$ cat config.mk
export PLATFORM = sky130hd
export DESIGN_NAME = max7219_rx
export DESIGN_NICKNAME = d
export VERILOG_FILES = /design/src/rtl/max7219_pkg.sv /design/src/rtl/max7219_sync.sv /design/src/rtl/max7219_rx.sv
export SDC_FILE = /design/constraint.sdc
export NUM_CORES = 1
export LEC_CHECK = 0
export CORE_MARGIN = 3
export CORE_UTILIZATION = 38
export DETAILED_ROUTE_END_ITERATION = 10
export GPL_TIMING_DRIVEN = 0
export PLACE_DENSITY = 0.74
export SKIP_CTS_REPAIR_TIMING = 1
export SLEW_MARGIN = 20
export SYNTH_ARGS = -nofsm -noshare
export SYNTH_HDL_FRONTEND = slang
export SYNTH_SLANG_ARGS = --single-unit
$ cat constraint.sdc
create_clock -name clk -period 1.9 [get_ports clk]
set_clock_uncertainty 0.15 [all_clocks]
set_input_delay 0.475 -clock clk [delete_from_list [all_inputs] [get_ports clk]]
set_output_delay 0.475 -clock clk [all_outputs]
set_load 0.02 [all_outputs]
$ cat src/rtl/max7219_pkg.sv
`default_nettype none
// -----------------------------------------------------------------------------
// max7219_pkg : MAX7219 register address map, receiver FSM states, code-B table.
// Rev 1.0
// -----------------------------------------------------------------------------
package max7219_pkg;

  localparam logic [3:0] NOOP         = 4'h0;
  localparam logic [3:0] DIGIT0       = 4'h1;
  localparam logic [3:0] DIGIT1       = 4'h2;
  localparam logic [3:0] DIGIT2       = 4'h3;
  localparam logic [3:0] DIGIT3       = 4'h4;
  localparam logic [3:0] DIGIT4       = 4'h5;
  localparam logic [3:0] DIGIT5       = 4'h6;
  localparam logic [3:0] DIGIT6       = 4'h7;
  localparam logic [3:0] DIGIT7       = 4'h8;
  localparam logic [3:0] DECODE_MODE  = 4'h9;
  localparam logic [3:0] INTENSITY    = 4'hA;
  localparam logic [3:0] SCAN_LIMIT   = 4'hB;
  localparam logic [3:0] SHUTDOWN     = 4'hC;
  localparam logic [3:0] DISPLAY_TEST = 4'hF;

  typedef enum logic [1:0] {
    IDLE   = 2'd0,
    SHIFT  = 2'd1,
    COMMIT = 2'd2
  } state_t;

  // Segments A..G in bits 6..0; DP is handled by the caller.
  function automatic logic [6:0] code_b_seg(input logic [3:0] nib);
    logic [6:0] seg;
    case (nib)
      4'h0:    seg = 7'h7E;
      4'h1:    seg = 7'h30;
      4'h2:    seg = 7'h6D;
      4'h3:    seg = 7'h79;
      4'h4:    seg = 7'h33;
      4'h5:    seg = 7'h5B;
      4'h6:    seg = 7'h5F;
      4'h7:    seg = 7'h70;
      4'h8:    seg = 7'h7F;
      4'h9:    seg = 7'h7B;
      4'hA:    seg = 7'h01;
      4'hB:    seg = 7'h4F;
      4'hC:    seg = 7'h37;
      4'hD:    seg = 7'h0E;
      4'hE:    seg = 7'h67;
      default: seg = 7'h00;
    endcase
    return seg;
  endfunction

endpackage
`default_nettype wire

$ cat src/rtl/max7219_sync.sv
`default_nettype none
// -----------------------------------------------------------------------------
// max7219_sync : 2-flop synchroniser with registered-history rise/fall detect.
// Rev 1.0
// -----------------------------------------------------------------------------
module max7219_sync (
  input  logic clk,
  input  logic reset_n,
  input  logic async_in,
  output logic level,
  output logic rise,
  output logic fall
);

  logic [1:0] sync_q, sync_d;
  logic       prev_q, prev_d;

  always_comb begin
    sync_d = {sync_q[0], async_in};
    prev_d = sync_q[1];
  end

  always_ff @(posedge clk) begin
    if (!reset_n) begin
      sync_q <= 2'b00;
      prev_q <= 1'b0;
    end else begin
      sync_q <= sync_d;
      prev_q <= prev_d;
    end
  end

  assign level = sync_q[1];
  assign rise  = sync_q[1] & ~prev_q;
  assign fall  = ~sync_q[1] & prev_q;

endmodule
`default_nettype wire

$ cat src/rtl/max7219_rx.sv
`default_nettype none
// -----------------------------------------------------------------------------
// max7219_rx : daisy-chained MAX7219 SPI receiver with shadow register file.
// Optional MAX7219_RX_SEG_DECODE_EN adds a registered segment output. Rev 1.0
// -----------------------------------------------------------------------------
module max7219_rx
  import max7219_pkg::*;
#(
  parameter int DEVICES = 2
) (
  input  logic                   clk,
  input  logic                   reset_n,
  input  logic                   spi_clk,
  input  logic                   spi_din,
  input  logic                   spi_load,
  output logic [DEVICES*64-1:0]  digits,
  output logic [DEVICES*8-1:0]   decode_mode,
  output logic [DEVICES*4-1:0]   intensity,
  output logic [DEVICES*3-1:0]   scan_limit,
  output logic [DEVICES-1:0]     shutdown_n,
  output logic [DEVICES-1:0]     display_test,
  output logic                   frame_valid,
  output logic                   frame_err
`ifdef MAX7219_RX_SEG_DECODE_EN
  ,
  output logic [DEVICES*64-1:0]  seg
`endif
);

  localparam int FRAME_BITS = 16 * DEVICES;
  localparam int CNT_W      = $clog2(FRAME_BITS + 2);

  logic clk_rise, clk_fall, clk_level;
  logic din_level, din_rise, din_fall;
  logic load_rise, load_fall, load_level;

  max7219_sync u_sync_clk (
    .clk(clk), .reset_n(reset_n), .async_in(spi_clk),
    .level(clk_level), .rise(clk_rise), .fall(clk_fall)
  );
  max7219_sync u_sync_din (
    .clk(clk), .reset_n(reset_n), .async_in(spi_din),
    .level(din_level), .rise(din_rise), .fall(din_fall)
  );
  max7219_sync u_sync_load (
    .clk(clk), .reset_n(reset_n), .async_in(spi_load),
    .level(load_level), .rise(load_rise), .fall(load_fall)
  );

  logic unused_sync;
  assign unused_sync = &{1'b0, clk_fall, clk_level, din_rise, din_fall, load_level};

  state_t                  state_q, state_d;
  logic [FRAME_BITS-1:0]   shift_q, shift_d;
  logic [CNT_W-1:0]        bit_cnt_q, bit_cnt_d;
  logic [DEVICES*64-1:0]   digits_q, digits_d;
  logic [DEVICES*8-1:0]    decode_mode_q, decode_mode_d;
  logic [DEVICES*4-1:0]    intensity_q, intensity_d;
  logic [DEVICES*3-1:0]    scan_limit_q, scan_limit_d;
  logic [DEVICES-1:0]      shutdown_n_q, shutdown_n_d;
  logic [DEVICES-1:0]      display_test_q, display_test_d;
  logic                    frame_valid_q, frame_valid_d;
  logic                    frame_err_q, frame_err_d;
  logic [3:0]              addr;
  logic [7:0]              data;

  always_comb begin
    state_d        = state_q;
    shift_d        = shift_q;
    bit_cnt_d      = bit_cnt_q;
    digits_d       = digits_q;
    decode_mode_d  = decode_mode_q;
    intensity_d    = intensity_q;
    scan_limit_d   = scan_limit_q;
    shutdown_n_d   = shutdown_n_q;
    display_test_d = display_test_q;
    frame_valid_d  = 1'b0;
    frame_err_d    = 1'b0;
    addr           = 4'h0;
    data           = 8'h00;

    case (state_q)
      IDLE: begin
        if (load_fall) begin
          bit_cnt_d = '0;
          state_d   = SHIFT;
        end
      end
      SHIFT: begin
        // A load edge in the same cycle as a clock edge ends the frame first.
        if (load_rise) begin
          state_d = COMMIT;
        end else if (clk_rise) begin
          shift_d = {shift_q[FRAME_BITS-2:0], din_level};
          if (bit_cnt_q != CNT_W'(FRAME_BITS + 1)) begin
            bit_cnt_d = bit_cnt_q + 1'b1;
          end
        end
      end
      COMMIT: begin
        state_d = IDLE;
        if (bit_cnt_q == CNT_W'(FRAME_BITS)) begin
          frame_valid_d = 1'b1;
          for (int d = 0; d < DEVICES; d++) begin
            addr = shift_q[d*16+8 +: 4];
            data = shift_q[d*16 +: 8];
            for (int k = 0; k < 8; k++) begin
              if (addr == DIGIT0 + 4'(k)) begin
                digits_d[d*64+k*8 +: 8] = data;
              end
            end
            case (addr)
              DECODE_MODE:  decode_mode_d[d*8 +: 8] = data;
              INTENSITY:    intensity_d[d*4 +: 4]   = data[3:0];
              SCAN_LIMIT:   scan_limit_d[d*3 +: 3]  = data[2:0];
              SHUTDOWN:     shutdown_n_d[d]         = data[0];
              DISPLAY_TEST: display_test_d[d]       = data[0];
              default: ;
            endcase
          end
        end else begin
          frame_err_d = 1'b1;
        end
      end
      default: state_d = IDLE;
    endcase
  end

  always_ff @(posedge clk) begin
    if (!reset_n) begin
      state_q        <= IDLE;
      shift_q        <= '0;
      bit_cnt_q      <= '0;
      digits_q       <= '0;
      decode_mode_q  <= '0;
      intensity_q    <= '0;
      scan_limit_q   <= '0;
      shutdown_n_q   <= '0;
      display_test_q <= '0;
      frame_valid_q  <= 1'b0;
      frame_err_q    <= 1'b0;
    end else begin
      state_q        <= state_d;
      shift_q        <= shift_d;
      bit_cnt_q      <= bit_cnt_d;
      digits_q       <= digits_d;
      decode_mode_q  <= decode_mode_d;
      intensity_q    <= intensity_d;
      scan_limit_q   <= scan_limit_d;
      shutdown_n_q   <= shutdown_n_d;
      display_test_q <= display_test_d;
      frame_valid_q  <= frame_valid_d;
      frame_err_q    <= frame_err_d;
    end
  end

  assign digits       = digits_q;
  assign decode_mode  = decode_mode_q;
  assign intensity    = intensity_q;
  assign scan_limit   = scan_limit_q;
  assign shutdown_n   = shutdown_n_q;
  assign display_test = display_test_q;
  assign frame_valid  = frame_valid_q;
  assign frame_err    = frame_err_q;

`ifdef MAX7219_RX_SEG_DECODE_EN
  logic [DEVICES*64-1:0] seg_q, seg_d;

  // Display test overrides shutdown, which overrides decoding.
  always_comb begin
    seg_d = '0;
    for (int d = 0; d < DEVICES; d++) begin
      for (int k = 0; k < 8; k++) begin
        if (display_test_q[d]) begin
          seg_d[d*64+k*8 +: 8] = 8'hFF;
        end else if (!shutdown_n_q[d]) begin
          seg_d[d*64+k*8 +: 8] = 8'h00;
        end else if (decode_mode_q[d*8+k]) begin
          seg_d[d*64+k*8 +: 8] = {digits_q[d*64+k*8+7], code_b_seg(digits_q[d*64+k*8 +: 4])};
        end else begin
          seg_d[d*64+k*8 +: 8] = digits_q[d*64+k*8 +: 8];
        end
      end
    end
  end

  always_ff @(posedge clk) begin
    if (!reset_n) begin
      seg_q <= '0;
    end else begin
      seg_q <= seg_d;
    end
  end

  assign seg = seg_q;
`endif

endmodule
`default_nettype wire

==> results.json, run 1 <==
{
  "ys.flop_type": "dfxtp_1",
  "grt_pass1_vias": 5829,
  "worstMarginPinSlew_ns": 0.774,
  "maxClockFrequency_mhz": 519,
  "drive_above_1_share_pct": 9.09,
  "min_period_ns": 1.93,
  "clock_path_buffers": 3,
  "power_uw": 8500,
  "floorplan.initialDensity_pct": 39.2,
  "finalNetCount": 973,
  "setup_viol": 8,
  "violations": "negative setup slack",
  "cts-root-buf": "clkbuf_16",
  "maxCapViolations": 0,
  "crit_family": "simple AND/OR/NAND/NOR gates",
  "path_buf_inv": 2,
  "rows": 51,
  "syn_area_per_cell_um2": 10.1,
  "startpoint": "bit_cnt_q[4]",
  "syn2layout_area_growth_pct": 43.0,
  "cts_tree": "built",
  "cp_common_cell": "buf_8",
  "required_ns": 2.16,
  "path_clk_slew_ns": 0.06,
  "routedWlPerCell_um": 17.1,
  "leakagePower_uw": 0.00768,
  "finalCritPeriodShare_pct": 101,
  "slowest_stage": "nor4b_4",
  "final_common_cell": "nand2_1",
  "grt_pass1_wl_um": 32400,
  "syn-cell-area_um2": 7750,
  "yosysWarnings": 0,
  "ys_ff_latch": 208,
  "vias_per_cell": 4.87,
  "rr_endpoint": "digits[117]",
  "io_buffers": 167,
  "hp-class": "reg2reg",
  "place_congestion": 0.770,
  "synth.distinct_cells": 33,
  "num_vias": 6064,
  "hold_viol": 0,
  "finalSetupTns_ns": -0.145,
  "r2r_cells": 6,
  "detail-route-antenna-nets": 0,
  "mostFrequentLayoutCells": "nand2_1, dfxtp_1, dlymetal6s2s_1",
  "p_seq_share_pct": 51.4,
  "regToRegStartpoint": "bit_cnt_q[4]",
  "numCtsBuffers": 21,
  "io_pins": 169,
  "die_w_um": 149,
  "cp-end-kind": "flop",
  "drc": 0,
  "power.density_nw_per_um2": 767,
  "power.share.combinational_pct": 1.5,
  "syn_inst": 771,
  "intPower_uw": 6730,
  "synth_nets": 779,
  "cp_cell_sequence": "nor4b_4, and2_4, buf_8, and3_4, buf_8, mux2i_1",
  "synth-edff-count": 0,
  "synthTopCellsByArea": "dfxtp_1, mux2i_1, nand2_1, a21boi_0, nand3_2",
  "reg2reg_slack_ns": -0.03,
  "htree_levels": 1,
  "arrival_ns": 2.19,
  "yosys.area.top_type": "dfxtp_1",
  "grtUsageTotal_pct": 18.1,
  "critPathMaxFanout": 8,
  "dp_hpwl_um": 14300,
  "design.core.area_um2": 19800,
  "grt_max_degree": 15,
  "p_sw_uw": 1770,
  "ys_seq_area_share_pct": 53.7,
  "vdd_drop_max_v": 0.000444,
  "setup.worst_path.end": "digits[117]",
  "overflow": 0,
  "die_h_um": 149,
  "worstSetupStartpointType": "flop",
  "clock_latency_ns": 0.50,
  "status": "complete, but fails checks",
  "critPathKind": "reg2reg",
  "diodes": 0,
  "async_flop_share_pct": 0,
  "slew_headroom_pct": 48.4,
  "setup_slack_ns": -0.0273,
  "cpPeakStageDelay_ns": 0.41,
  "grt_antenna_before_repair": 0,
  "drt_first_pass_iters": 4,
  "rsz0062_at_grt": "yes",
  "totalWireLength_um": 21300,
  "drtIter0Drc": 317,
  "p_clk_share_pct": 47.1,
  "clock_sinks": 208,
  "die_area_um2": 22200,
  "worst-path-stages": 6,
  "synth_top_cell_area_share_pct": 53.7,
  "drv_slew": 0,
  "swShare_pct": 20.8
}
worst min-delay path by stage:
stage | start | to | depth (start not counted)
floorplan | u_sync_clk.sync_q[0] | u_sync_clk.sync_q[1] | 1
global placement | u_sync_clk.sync_q[0] | u_sync_clk.sync_q[1] | 1
detailed placement | u_sync_load.sync_q[0] | u_sync_load.sync_q[1] | 1
CTS | u_sync_load.sync_q[0] | u_sync_load.sync_q[1] | 1
global route | u_sync_load.sync_q[0] | u_sync_load.sync_q[1] | 1
finish | u_sync_clk.sync_q[0] | u_sync_clk.sync_q[1] | 1
registers in the layout, indices dropped and copies added (netlist names), 6 cells and up:
signal / count
scan_limit: 6
decode_mode: 16
digits: 128
shift_q: 28
bit_cnt_q: 6
intensity: 8
cell type report:
cell class / count / area [µm²]
Timing Repair Buffer: 172 / 2140
Multi-Input combinational cell: 522 / 3580
Sequential cell: 208 / 4170
Clock inverter: 7 / 66.3
Buffer: 38 / 194
Clock buffer: 30 / 599
Fill cell: 1698 / 8690
Tap cell: 265 / 332
Inverter: 2 / 7.51
stage by stage:
stage / cells / hold WS (ns) / cell area, µm² / setup WS [ns] / util (%)
2_1_floorplan: 771 / 0.262 / 7750 / 0.0665 / -
3_3_place_gp: 1203 / 0.266 / 9760 / -0.570 / 49.3
3_5_place_dp: 1203 / 0.267 / 9760 / -0.561 / 49.3
4_1_cts: 1240 / 0.283 / 10400 / -0.239 / 52.7
5_1_grt: 1244 / 0.308 / 11100 / -0.116 / 56.0
6_report: 1244 / 0.283 / 11100 / -0.0273 / 56.0
routing by layer:
layer | wire (µm) | GRT usage (%) | share of wire (%) | up-vias
met2 | 10400 | 30.3 | 49 | 134
met3 | 961 | 3.28 | 4.5 | 36
li1 | - | - | - | 2978
met4 | 493 | 4.44 | 2.3 | 0
met5 | 0 | 0 | 0 | -
met1 | 9470 | 24.4 | 44 | 2916
synth_stat cells, drive strengths merged (3+ instances only):
| master | n |
|---|---|
| a21boi | 28 |
| mux2i | 162 |
| and2 | 11 |
| nand2 | 240 |
| and3b | 3 |
| dfxtp | 208 |
| buf | 5 |
| nor2b | 14 |
| nand3 | 20 |
| a21oi | 3 |
| and3 | 7 |
| and4 | 3 |
| nand2b | 4 |
| clkbuf | 34 |
| a31oi | 6 |
| nor2 | 6 |
| ha | 3 |
cell families after synthesis:
group | count (synthesis) | synth area share (%)
flip-flops | 208 | 53.7
adder cells (fa/ha/maj) | 3 | 0.484
AND/OR/NAND/NOR | 312 | 18.5
multiplexers | 162 | 20.9
buffers and inverters | 41 | 2.29
AO/OA/AOI/OAI | 45 | 4.13
power by group through the flow:
stage	registers (µW)	logic, µW	clock network (µW)
floorplan	4470	80.9	0
global placement	4470	129	0
detailed placement	4470	129	0
CTS	4370	129	4080
global route	4370	143	4250
finish	4370	130	4000
(Power assumes the default switching activity.)
==> run 2: changes to the inputs <==
- CORE_UTILIZATION: 38 -> 45
- PLACE_DENSITY: 0.74 -> 0.84
==> results.json, run 2 (synthesis results as in run 1) <==
{
  "status": "complete, but fails checks",
  "violations": "negative setup slack",
  "path_clk_slew_ns": 0.06,
  "arrival_ns": 2.20,
  "dp_slack_ns": -0.546,
  "maxCapViolations": 0,
  "hold_path.startpoint": "u_sync_clk.sync_q[0]",
  "cp_common_cell": "buf_12",
  "leakagePower_uw": 0.00767,
  "grt_max_degree": 16,
  "hp-class": "reg2reg",
  "grtUsageTotal_pct": 21.1,
  "fillers": 1228,
  "grt_antenna_before_repair": 0,
  "die_h_um": 137,
  "vias_per_cell": 5.19,
  "vdd_drop_max_v": 0.000575,
  "die_area_um2": 18800,
  "rows": 47,
  "reg2reg_slack_ns": -0.05,
  "drv_slew": 0,
  "floorplan.initialDensity_pct": 46.4,
  "regArea_um2": 4170,
  "startpoint": "bit_cnt_q[0]",
  "setup_slack_ns": -0.0495,
  "crit_family": "simple AND/OR/NAND/NOR gates",
  "power.density_nw_per_um2": 754,
  "drive_above_1_share_pct": 9.22,
  "routedWlPerCell_um": 18.3,
  "die_w_um": 137,
  "grt_pass1_vias": 5934,
  "rr_endpoint": "digits[47]",
  "mostFrequentLayoutCells": "nand2_1, dfxtp_1, dlymetal6s2s_1",
  "path_buf_inv": 4,
  "power_uw": 8300,
  "dp_hpwl_um": 14500,
  "clock_path_buffers": 3,
  "slew_headroom_pct": 53.8,
  "hold-worst-slack_ns": 0.281,
  "cp-end-kind": "flop",
  "critPathMaxFanout": 8,
  "regToRegStartpoint": "bit_cnt_q[0]",
  "drtIter0Drc": 257,
  "worstMarginPinSlew_ns": 0.692,
  "hold_viol": 0,
  "critPathKind": "reg2reg",
  "io_pins": 169,
  "min_period_ns": 1.95,
  "required_ns": 2.15,
  "multi_input_area_um2": 3580,
  "totalWireLength_um": 21800,
  "num_vias": 6212,
  "worstSetupStartpointType": "flop",
  "rsz0062_at_grt": "yes",
  "cpPeakStageDelay_ns": 0.37,
  "hold_depth": 1,
  "cp_cell_sequence": "inv_4, ha_4, and3b_2, and2_4, buf_12, buf_8, buf_12, nand3_4, mux2i_1",
  "diodes": 0,
  "largest_reg_flops": 128,
  "whs_endpoint": "u_sync_clk.sync_q[1]",
  "detail-route-antenna-nets": 0,
  "clock_sinks": 208,
  "drc": 0,
  "overflow": 0,
  "clock_latency_ns": 0.49,
  "setup_viol": 7,
  "final_common_cell": "nand2_1",
  "slowest_stage": "dfxtp_4",
  "maxClockFrequency_mhz": 513,
  "drt_first_pass_iters": 4,
  "r2r_cells": 9,
  "finalSetupTns_ns": -0.103,
  "finalCritPeriodShare_pct": 103,
  "syn2layout_area_growth_pct": 42.1,
  "finalNetCount": 974,
  "numCtsBuffers": 21,
  "cts-root-buf": "clkbuf_16",
  "design.core.area_um2": 16700,
  "place_congestion": 0.790,
  "grt_pass1_wl_um": 31600,
  "htree_levels": 1,
  "io_buffers": 167,
  "cts_tree": "built"
}
-- run 2: changes by cell type in the layout (fill, tap and decap cells not counted), sizes merged --
cell    previous run  this run
buf                8         9
clkinv             4         6
bufinv             1         0
clkbuf            65        61
inv                3         2
-- run 2: worst max path at each step --
stage / slack [ns] / cells after the start / to
floorplan: 0.07 / 8 / digits[115]
global placement: -0.49 / 5 / digits[118]
detailed placement: -0.55 / 5 / digits[86]
CTS: -0.23 / 1 / digits[47]
global route: -0.12 / 9 / digits[47]
finish: -0.05 / 9 / digits[47]
-- run 2: stage by stage --
step,cells,utilization (%),area (µm²)
6_report,1196,66.0,11000
3_5_place_dp,1158,58.1,9700
4_1_cts,1191,61.8,10300
5_1_grt,1196,66.0,11000
3_3_place_gp,1158,58.1,9700
2_1_floorplan,771,-,7750
-- run 2: area by class of cell --
class,instances,share of cell area (%)
Tap cell,220,2.50
Timing Repair Buffer,173,19.7
Clock inverter,7,0.375
Inverter,2,0.0909
Clock buffer,26,5.30
Sequential cell,208,37.9
Multi-Input combinational cell,522,32.5
Buffer,38,1.69
-- run 2: metal layers --
metal	part of all wire [%]	GRT usage, %
met4	2.7	6.54
met5	0	0
met3	5.5	3.25
met1	42	27.9
met2	50	35.5
-- run 2: report_power, final --
group	leakage, µW	internal [µW]	switching, µW	total (µW)
sequential	0.00168	4370	4.09	4370
combinational	0.00568	33.5	96.0	130
clock	0.000313	2170	1640	3810
